$ cat config.mk
export PLATFORM = sky130hd
export DESIGN_NAME = arbitro_mux_forzado
export DESIGN_NICKNAME = d
export VERILOG_FILES = /design/src/rtl/arbitro_mux_forzado_pkg.sv /design/src/rtl/arbitro_mux_forzado_rr_selector.sv /design/src/rtl/arbitro_mux_forzado.sv
export SDC_FILE = /design/constraint.sdc
export NUM_CORES = 1
export LEC_CHECK = 0
export CORE_MARGIN = 2
export CORE_UTILIZATION = 41
export DETAILED_ROUTE_END_ITERATION = 10
export PLACE_DENSITY = 0.54
export SLEW_MARGIN = 10
export SYNTH_ARGS = -nofsm -noshare
export SYNTH_HDL_FRONTEND = slang
export SYNTH_SLANG_ARGS = --single-unit
$ cat constraint.sdc
create_clock -name CLK -period 6.6 [get_ports CLK]
set_input_delay 0.99 -clock CLK [delete_from_list [all_inputs] [get_ports CLK]]
set_output_delay 0.99 -clock CLK [all_outputs]
set_load 0.01 [all_outputs]
$ cat src/rtl/arbitro_mux_forzado_pkg.sv
// Shared definitions for the arbitro_mux_forzado forced-mux arbiter:
// FSM state encoding, CONTROL select width and the default lane count.
package arbitro_mux_forzado_pkg;

    typedef enum logic [1:0] {
        ST_IDLE   = 2'd0,
        ST_GRANT  = 2'd1,
        ST_FORCED = 2'd2
    } state_t;

    // Width of CONTROL / FORCE_SEL
    localparam int CTRL_W = 4;

    // Number of selectable indices addressable by CONTROL
    localparam int SEL_SPAN = 1 << CTRL_W;

    // Default number of requesting lanes
    localparam int DEF_NUM_LANES = 10;

endpackage

$ cat src/rtl/arbitro_mux_forzado_rr_selector.sv
// Combinational round-robin next-lane finder: returns the first set request
// bit strictly after the pointer, wrapping from NUM_LANES-1 back to 0. The
// pointer lane itself is the last candidate examined.
module rr_selector
    import arbitro_mux_forzado_pkg::*;
#(
    parameter int NUM_LANES = DEF_NUM_LANES
) (
    input  logic [NUM_LANES-1:0] i_req,
    input  logic [CTRL_W-1:0]    i_ptr,
    output logic                 o_found,
    output logic [CTRL_W-1:0]    o_idx
);

    int w_j;

    // Scan farthest candidate first so the nearest requester overwrites it
    always_comb begin
        o_found = 1'b0;
        o_idx   = '0;
        w_j     = 0;
        for (int k = NUM_LANES; k >= 1; k--) begin
            w_j = (int'(i_ptr) + k) % NUM_LANES;
            if (i_req[w_j]) begin
                o_found = 1'b1;
                o_idx   = CTRL_W'(w_j);
            end
        end
    end

endmodule

$ cat src/rtl/arbitro_mux_forzado.sv
// Round-robin burst arbiter driving a forced mux select.
// Lanes are granted for up to BURST_LEN consecutive cycles; FORCE_EN overrides
// arbitration and steers CONTROL straight from FORCE_SEL.
// Optional build macro: ARB_FORCE_TIMEOUT_EN -- limits a forced episode to
// FORCE_MAX cycles, pulses ERR_FORCE on expiry and blocks re-entry until
// FORCE_EN has been seen low.
module arbitro_mux_forzado
    import arbitro_mux_forzado_pkg::*;
#(
    parameter int NUM_LANES = DEF_NUM_LANES,
    parameter int BURST_LEN = 4,
    parameter int FORCE_MAX = 16
) (
    input  logic                 CLK,
    input  logic                 RESET_L,
    input  logic [NUM_LANES-1:0] REQ,
    input  logic                 FORCE_EN,
    input  logic [CTRL_W-1:0]    FORCE_SEL,
    output logic [CTRL_W-1:0]    CONTROL,
    output logic                 VALID,
    output logic [NUM_LANES-1:0] GRANT,
    output logic                 ERR_FORCE
);

    state_t                 r_state;
    logic [CTRL_W-1:0]      r_ctrl;
    logic                   r_valid;
    logic [NUM_LANES-1:0]   r_grant;
    logic                   r_err;
    logic [CTRL_W-1:0]      r_ptr;
    logic [3:0]             r_cnt;

    logic                   w_found;
    logic [CTRL_W-1:0]      w_idx;
    logic [SEL_SPAN-1:0]    w_req_pad;
    logic [NUM_LANES-1:0]   w_win_onehot;
    logic [NUM_LANES-1:0]   w_force_onehot;
    logic                   w_sel_ok;
    logic                   w_sel_req;
    logic                   w_rearb;
    logic                   w_force_go;

    rr_selector #(
        .NUM_LANES (NUM_LANES)
    ) u_rr_selector (
        .i_req   (REQ),
        .i_ptr   (r_ptr),
        .o_found (w_found),
        .o_idx   (w_idx)
    );

    // Zero-padded request vector so any 4-bit index can be looked up safely
    assign w_req_pad      = SEL_SPAN'(REQ);
    assign w_win_onehot   = NUM_LANES'(1) << w_idx;
    assign w_sel_ok       = int'(FORCE_SEL) < NUM_LANES;
    assign w_sel_req      = w_req_pad[FORCE_SEL];
    assign w_force_onehot = (w_sel_ok && w_sel_req) ? (NUM_LANES'(1) << FORCE_SEL) : '0;
    assign w_rearb        = (r_cnt == 4'(BURST_LEN)) || !w_req_pad[r_ctrl];

`ifdef ARB_FORCE_TIMEOUT_EN
    localparam int TW = $clog2(FORCE_MAX + 1);

    logic [TW-1:0] r_tcnt;
    logic          r_block;
    logic          w_timeout;

    assign w_force_go = FORCE_EN && !r_block;
    assign w_timeout  = (r_state == ST_FORCED) && (r_tcnt == TW'(FORCE_MAX));

    // Forced-episode length counter and re-entry lockout after a timeout
    always_ff @(posedge CLK or negedge RESET_L) begin
        if (!RESET_L) begin
            r_tcnt  <= '0;
            r_block <= 1'b0;
        end else begin
            if (w_force_go && !w_timeout) begin
                r_tcnt <= (r_state == ST_FORCED) ? r_tcnt + 1'b1 : TW'(1);
            end else begin
                r_tcnt <= '0;
            end
            if (w_force_go && w_timeout) begin
                r_block <= 1'b1;
            end else if (!FORCE_EN) begin
                r_block <= 1'b0;
            end
        end
    end
`else
    logic w_timeout;

    assign w_force_go = FORCE_EN;
    assign w_timeout  = 1'b0;

    // FORCE_MAX only shapes the timeout build; nothing to generate here
    if (FORCE_MAX < 1) begin : g_no_timeout
    end
`endif

    // Arbitration FSM with all outputs registered
    always_ff @(posedge CLK or negedge RESET_L) begin
        if (!RESET_L) begin
            r_state <= ST_IDLE;
            r_ctrl  <= '0;
            r_valid <= 1'b0;
            r_grant <= '0;
            r_err   <= 1'b0;
            r_ptr   <= CTRL_W'(NUM_LANES - 1);
            r_cnt   <= '0;
        end else begin
            r_err <= 1'b0;
            if (w_force_go && w_timeout) begin
                r_state <= ST_IDLE;
                r_valid <= 1'b0;
                r_grant <= '0;
                r_err   <= 1'b1;
                r_cnt   <= '0;
            end else if (w_force_go) begin
                r_state <= ST_FORCED;
                r_ctrl  <= FORCE_SEL;
                r_valid <= w_sel_ok && w_sel_req;
                r_grant <= w_force_onehot;
                r_err   <= !w_sel_ok;
                r_cnt   <= '0;
            end else begin
                case (r_state)
                    ST_IDLE, ST_GRANT: begin
                        if ((r_state == ST_IDLE) || w_rearb) begin
                            if (w_found) begin
                                r_state <= ST_GRANT;
                                r_ctrl  <= w_idx;
                                r_valid <= 1'b1;
                                r_grant <= w_win_onehot;
                                r_ptr   <= w_idx;
                                r_cnt   <= 4'd1;
                            end else begin
                                r_state <= ST_IDLE;
                                r_valid <= 1'b0;
                                r_grant <= '0;
                                r_cnt   <= '0;
                            end
                        end else begin
                            r_cnt <= r_cnt + 4'd1;
                        end
                    end
                    default: begin
                        r_state <= ST_IDLE;
                        r_valid <= 1'b0;
                        r_grant <= '0;
                        r_cnt   <= '0;
                    end
                endcase
            end
        end
    end

    assign CONTROL   = r_ctrl;
    assign VALID     = r_valid;
    assign GRANT     = r_grant;
    assign ERR_FORCE = r_err;

endmodule

==> results of run 1 <==
state kept, by name, indices dropped and copies added (netlist names):
register / cells
CONTROL: 4
VALID: 1
GRANT: 10
r_ptr: 4
r_state: 2
r_cnt: 4
ERR_FORCE: 1
kinds of logic after synthesis:
| group | after synthesis | synth area share, % |
|---|---|---|
| DFF | 26 | 11.2 |
| and+or+nand+nor | 263 | 23.9 |
| xor gates and xnor gates | 26 | 5.05 |
| adders and majority gates | 44 | 9.20 |
| muxes | 57 | 13.2 |
| buffers and inverters | 68 | 6.21 |
| AOI/OAI and AO/OA | 225 | 31.2 |
how the worst min path moves through the flow:
stage                  start  endpoint  cells after the start
floorplan           r_cnt[0]  r_cnt[0]                      1
global placement    GRANT[9]  GRANT[9]                      2
detailed placement  GRANT[9]  GRANT[9]                      2
CTS                 GRANT[9]  GRANT[9]                      2
global route        GRANT[9]  GRANT[9]                      2
finish              GRANT[9]  GRANT[9]                      2
per-layer routing:
metal / vias up / share of wire [%]
li1: 2779 / -
met1: 2817 / 45
met2: 232 / 45
met3: 43 / 6.1
met4: 0 / 3.8
met5: - / 0
worst max-delay path, delay by kind of cell, from the launching register on:
family | cells | cell delay [ns]
adder cells (fa/ha/maj) | 2 | 0.64
flip-flops | 1 | 0.80
AO/OA/AOI/OAI | 8 | 2.40
AND/OR/NAND/NOR | 4 | 1.04
buffers and inverters | 3 | 0.50
layout by cell type, fill, tap and decap left out, types with 6 or more instances in the layout:
master and instances:
a211o_1 7, a211oi_1 11, a21o_1 8, a21oi_1 34, a221o_1 12, a31oi_1 7, and2_1 6, buf_4 13
clkdlybuf4s50_1 32, dfrtp_1 24, ha_1 39, inv_1 22, inv_2 6, mux2_2 8, mux2i_1 31, mux4_2 14
nand2_1 60, nand2b_1 15, nand3_1 15, nand3b_1 9, nor2_1 72, nor2b_1 6, nor3_1 18, o2111ai_1 6
o211ai_1 12, o21ai_0 24, o221ai_1 6, o22ai_1 9, or3_1 6, xnor2_1 19
per-stage QoR:
| stage | util, % | hold slack (ns) |
|---|---|---|
| 2_1_floorplan | - | 0.490 |
| 3_3_place_gp | 44.9 | 0.487 |
| 3_5_place_dp | 44.9 | 0.493 |
| 4_1_cts | 45.5 | 0.507 |
| 5_1_grt | 45.5 | 0.536 |
| 6_report | 45.5 | 0.498 |
area by class of cell:
| class | instances | area [um2] | share of cell area (%) |
|---|---|---|---|
| Timing Repair Buffer | 45 | 418 | 6.61 |
| Sequential cell | 26 | 653 | 10.3 |
| Inverter | 28 | 105 | 1.66 |
| Clock buffer | 4 | 88.8 | 1.41 |
| Multi-Input combinational cell | 615 | 4830 | 76.4 |
| Tap cell | 180 | 225 | 3.56 |
==> results.yml, run 1 <==
timing:
  fin_setup_tns_ns: 0
  fin_skew_ns: 0.00178
  layout_setup_ws_ns: 1.10
  maxSlewHeadroom_pct: 29.0
  hold_viol: 0
  post-route-min-period_ns: 5.50
  fin_crit_sh_pct: 83.4
  max_clock_freq_ghz: 0.182
  drv_slew: 0
  rsz0062_at_grt: "false"
  tightest_slew_ns: 1.06
  finalSetupViolCount: 0
logic_synthesis:
  synthTopCellsByCount: "72 x nor2_1, 60 x nand2_1, 39 x ha_1, 34 x a21oi_1, 31 x mux2i_1"
  yosysWarnings: 0
  syn_area_um2: 5850
  synth_most_common_cell: "nor2_1"
  synth.area.top_cells: "dfrtp_1 10%, ha_1 8.3%, mux4_2 5.4%"
  ys_types: 110
  ys_seq_elements: 26
  yosysTopAreaCell: "dfrtp_1"
  synth-edff-count: 0
  synth_fp_nets: 765
  synthCells: 709
  synthArstFlopShare_pct: 100
  yosysTopAreaCellShare_pct: 10.3
  yosysSeqAreaShare_pct: 11.2
  syn_avg_cell_area_um2: 8.25
  yosys_most_used_dff: "dfrtp_1"
floorplan:
  die_area_um2: 15200
  rows: 43
  dieWidth_um: 123
  start_util_pct: 42.1
  io_pins: 33
  die_h_um: 123
  core_um2: 13900
clock_tree:
  hold_buffers: 0
  cts_sinks: 26
  cts_buffers: 3
  cts_resized: 0
  post_cts_buffers: 0
  path_clk_slew_ns: 0.07
  cts_htree_levels: 1
  clk_path_buf_depth: 2
  cts-root-buf: "clkbuf_16"
  cts_tree: "done"
  insertion_delay_ns: 0.26
worst_setup_path:
  critPathLaunchType: "register"
  rr_worst_depth: 17
  crit_path_end: "GRANT[0]"
  crit_type: "register to register"
  crit_slowest_cell: "dfrtp_1"
  cp_data_arrival_time_ns: 5.65
  slowest_delay_ns: 0.80
  startpoint: "r_ptr[2]"
  rr_endpoint: "GRANT[0]"
  rrSetupSlack_ns: 1.10
  required_ns: 6.74
  r2r-start: "r_ptr[2]"
  cp_cell_sequence: "inv_1, buf_4, ha_1, a21oi_4, inv_1, ha_1, nand2b_1, nor4_1, a221oi_4, o311a_1, a22o_4, a211oi_1, or4_1, o221ai_2, a221oi_1, nor2_1, a221o_1"
  crit_path_end_kind: "register"
  cp_max_fo: 17
place:
  post-place-ws_ns: 1.10
  place_congestion: 0.995
  dpl.hpwl_um: 15000
  dp.cells: 894
  port_buffers: 32
  placed_area_um2: 6230
routing:
  wirelength_um: 19500
  via_per_inst: 6.54
  ant_nets: 0
  dr.pass1.iters: 6
  first_iter_violations: 532
  drc_errors: 0
  wl_per_cell_um: 21.8
  vias: 5871
flow_run:
  maxCapViolCount: 0
grt:
  grt_pass1_wl_um: 30700
  met2_usage_pct: 40.4
  antenna_found_initial: 0
  met3_usage_pct: 2.35
  grt_busiest_layer: "met2"
  first_global_vias: 5493
  grt_max_degree: 28
  grt.total_usage_pct: 25.7
  globalRoute.totalOverflow: 0
  globalRouteMet1Util_pct: 36.3
layout:
  design_area_um2: 6320
  fin_nets: 775
  n_antenna_cell: 0
  n_fill_cell: 1354
  drive_gt1_share_pct: 14.6
  area_delta_synth_final_pct: 8.11
  instances_no_fill: 898
hold_path:
  hp-class: "register to register"
outcome:
  status: "finished clean"
Power of run 1 is not shown: default switching activity piles up to over one toggle a cycle in this logic, so the estimate is an artifact.
==> run 2: changes to the inputs <==
==> constraint.sdc (replaced) <==
create_clock -name CLK -period 5.62 [get_ports CLK]
set_input_delay 0.843 -clock CLK [delete_from_list [all_inputs] [get_ports CLK]]
set_output_delay 0.843 -clock CLK [all_outputs]
set_load 0.01 [all_outputs]
==> run 2 against run 1 <==
Net effect: non-clock buffer count is 6 higher; core utilization is 0.44 points higher; maximum frequency up 3.9%; sequential cell count stayed put; highest routed layer unchanged.
==> results.yml, run 2 (synthesis results as in run 1) <==
timing:
  fin_crit_sh_pct: 94.2
  tightest_slew_ns: 1.11
  fin_hold_ws_ns: 0.504
  finalSetupViolCount: 0
  fin_setup_tns_ns: 0
  post-route-min-period_ns: 5.30
  drv_slew: 0
  fin_skew_ns: 0.00356
  max_clock_freq_ghz: 0.189
  hold_viol: 0
  maxSlewHeadroom_pct: 25.6
  rsz0062_at_grt: "false"
clock_tree:
  cts_resized: 0
  clk_path_buf_depth: 2
  path_clk_slew_ns: 0.07
  cts_tree: "done"
  cts-root-buf: "clkbuf_16"
  post_cts_buffers: 0
  hold_buffers: 0
  cts_htree_levels: 1
  cts_sinks: 26
  cts_buffers: 3
  insertion_delay_ns: 0.27
routing:
  ant_nets: 0
  drc_errors: 0
  via_per_inst: 6.41
  dr.pass1.iters: 5
  wirelength_um: 19300
  vias: 5792
  first_iter_violations: 353
  wl_per_cell_um: 21.4
worst_setup_path:
  rr_endpoint: "GRANT[0]"
  crit_type: "register to register"
  required_ns: 5.78
  cp_data_arrival_time_ns: 5.45
  crit_path_end_kind: "register"
  rrSetupSlack_ns: 0.32
  cp_max_fo: 19
  rr_worst_depth: 16
  r2r-start: "r_ptr[0]"
  critPathLaunchType: "register"
place:
  place_congestion: 1.00
  placed_area_um2: 6280
  dpl.hpwl_um: 15200
  port_buffers: 32
floorplan:
  dieWidth_um: 123
  start_util_pct: 42.1
  die_h_um: 123
  die_area_um2: 15200
  io_pins: 33
  core_um2: 13900
  rows: 43
layout:
  n_antenna_cell: 0
  mostFrequentLayoutCell: "nor2_1"
  n_fill_cell: 1380
  layout_common_cells: "72 x nor2_1, 60 x nand2_1, 39 x ha_1"
  fin_nets: 781
  drive_gt1_share_pct: 15.3
  area_delta_synth_final_pct: 9.16
  largest_register_ffs: 10
  design_area_um2: 6380
grt:
  grt_pass1_wl_um: 30000
  antenna_found_initial: 0
  globalRoute.totalOverflow: 0
  grt_max_degree: 29
  first_global_vias: 5381
  grt.total_usage_pct: 25.3
hold_path:
  whs_path_depth: 2
  hp-class: "register to register"
  worstHoldEndpoint: "GRANT[9]"
  holdCritStartpoint: "GRANT[9]"
outcome:
  status: "finished clean"
flow_run:
  maxCapViolCount: 0
-- run 2: how the worst max path moves through the flow --
stage                  start       end  slack [ns]  cells past startpoint
floorplan           r_ptr[0]  GRANT[1]        0.92                     20
global placement    r_ptr[0]  GRANT[0]        0.43                     16
detailed placement  r_ptr[0]  GRANT[0]        0.38                     16
CTS                 r_ptr[0]  GRANT[0]        0.37                     16
global route        r_ptr[1]  GRANT[6]        0.03                     17
finish              r_ptr[0]  GRANT[0]        0.32                     16
-- run 2: cell type report --
| class | count | area, um2 | area share (%) |
|---|---|---|---|
| clock buffer | 3 | 75.1 | 1.18 |
| clock inverter | 1 | 30.0 | 0.470 |
| inverter | 28 | 105 | 1.65 |
| multi-input combinational | 615 | 4830 | 75.7 |
| sequential | 26 | 653 | 10.2 |
| tap | 180 | 225 | 3.53 |
| timing repair buffer | 51 | 463 | 7.25 |
-- run 2: critical path, cell delays in order, from the launching register on --
cell	delay, ns
dfstp_2	0.67
inv_2	0.14
ha_1	0.48
a211oi_2	0.39
nor2_1	0.09
xnor2_1	0.15
ha_1	0.33
o21ba_2	0.18
a221o_1	0.33
nand4bb_1	0.34
or4_1	0.64
nand3_1	0.16
o311a_1	0.20
o221ai_2	0.11
a221oi_1	0.49
nor2_1	0.13
a221o_1	0.34
-- run 2: per-stage QoR --
stage               instances  setup slack, ns  util [%]
global placement          900            0.425      45.2
CTS                       904            0.372      46.0
floorplan                 709            0.916         -
finish                    904            0.323      46.0
global route              904           0.0291      46.0
detailed placement        900            0.381      45.2
-- run 2: metal layers --
layer | vias up | wire [um] | part of all wire [%] | global-route usage (%)
met5 | - | 0 | 0 | 0
met4 | 0 | 383 | 2.0 | 5.54
met3 | 30 | 849 | 4.4 | 1.85
met2 | 173 | 9140 | 47 | 42.1
met1 | 2811 | 8950 | 46 | 35.9
li1 | 2778 | - | - | -
Power of run 2 is left out for the same reason.
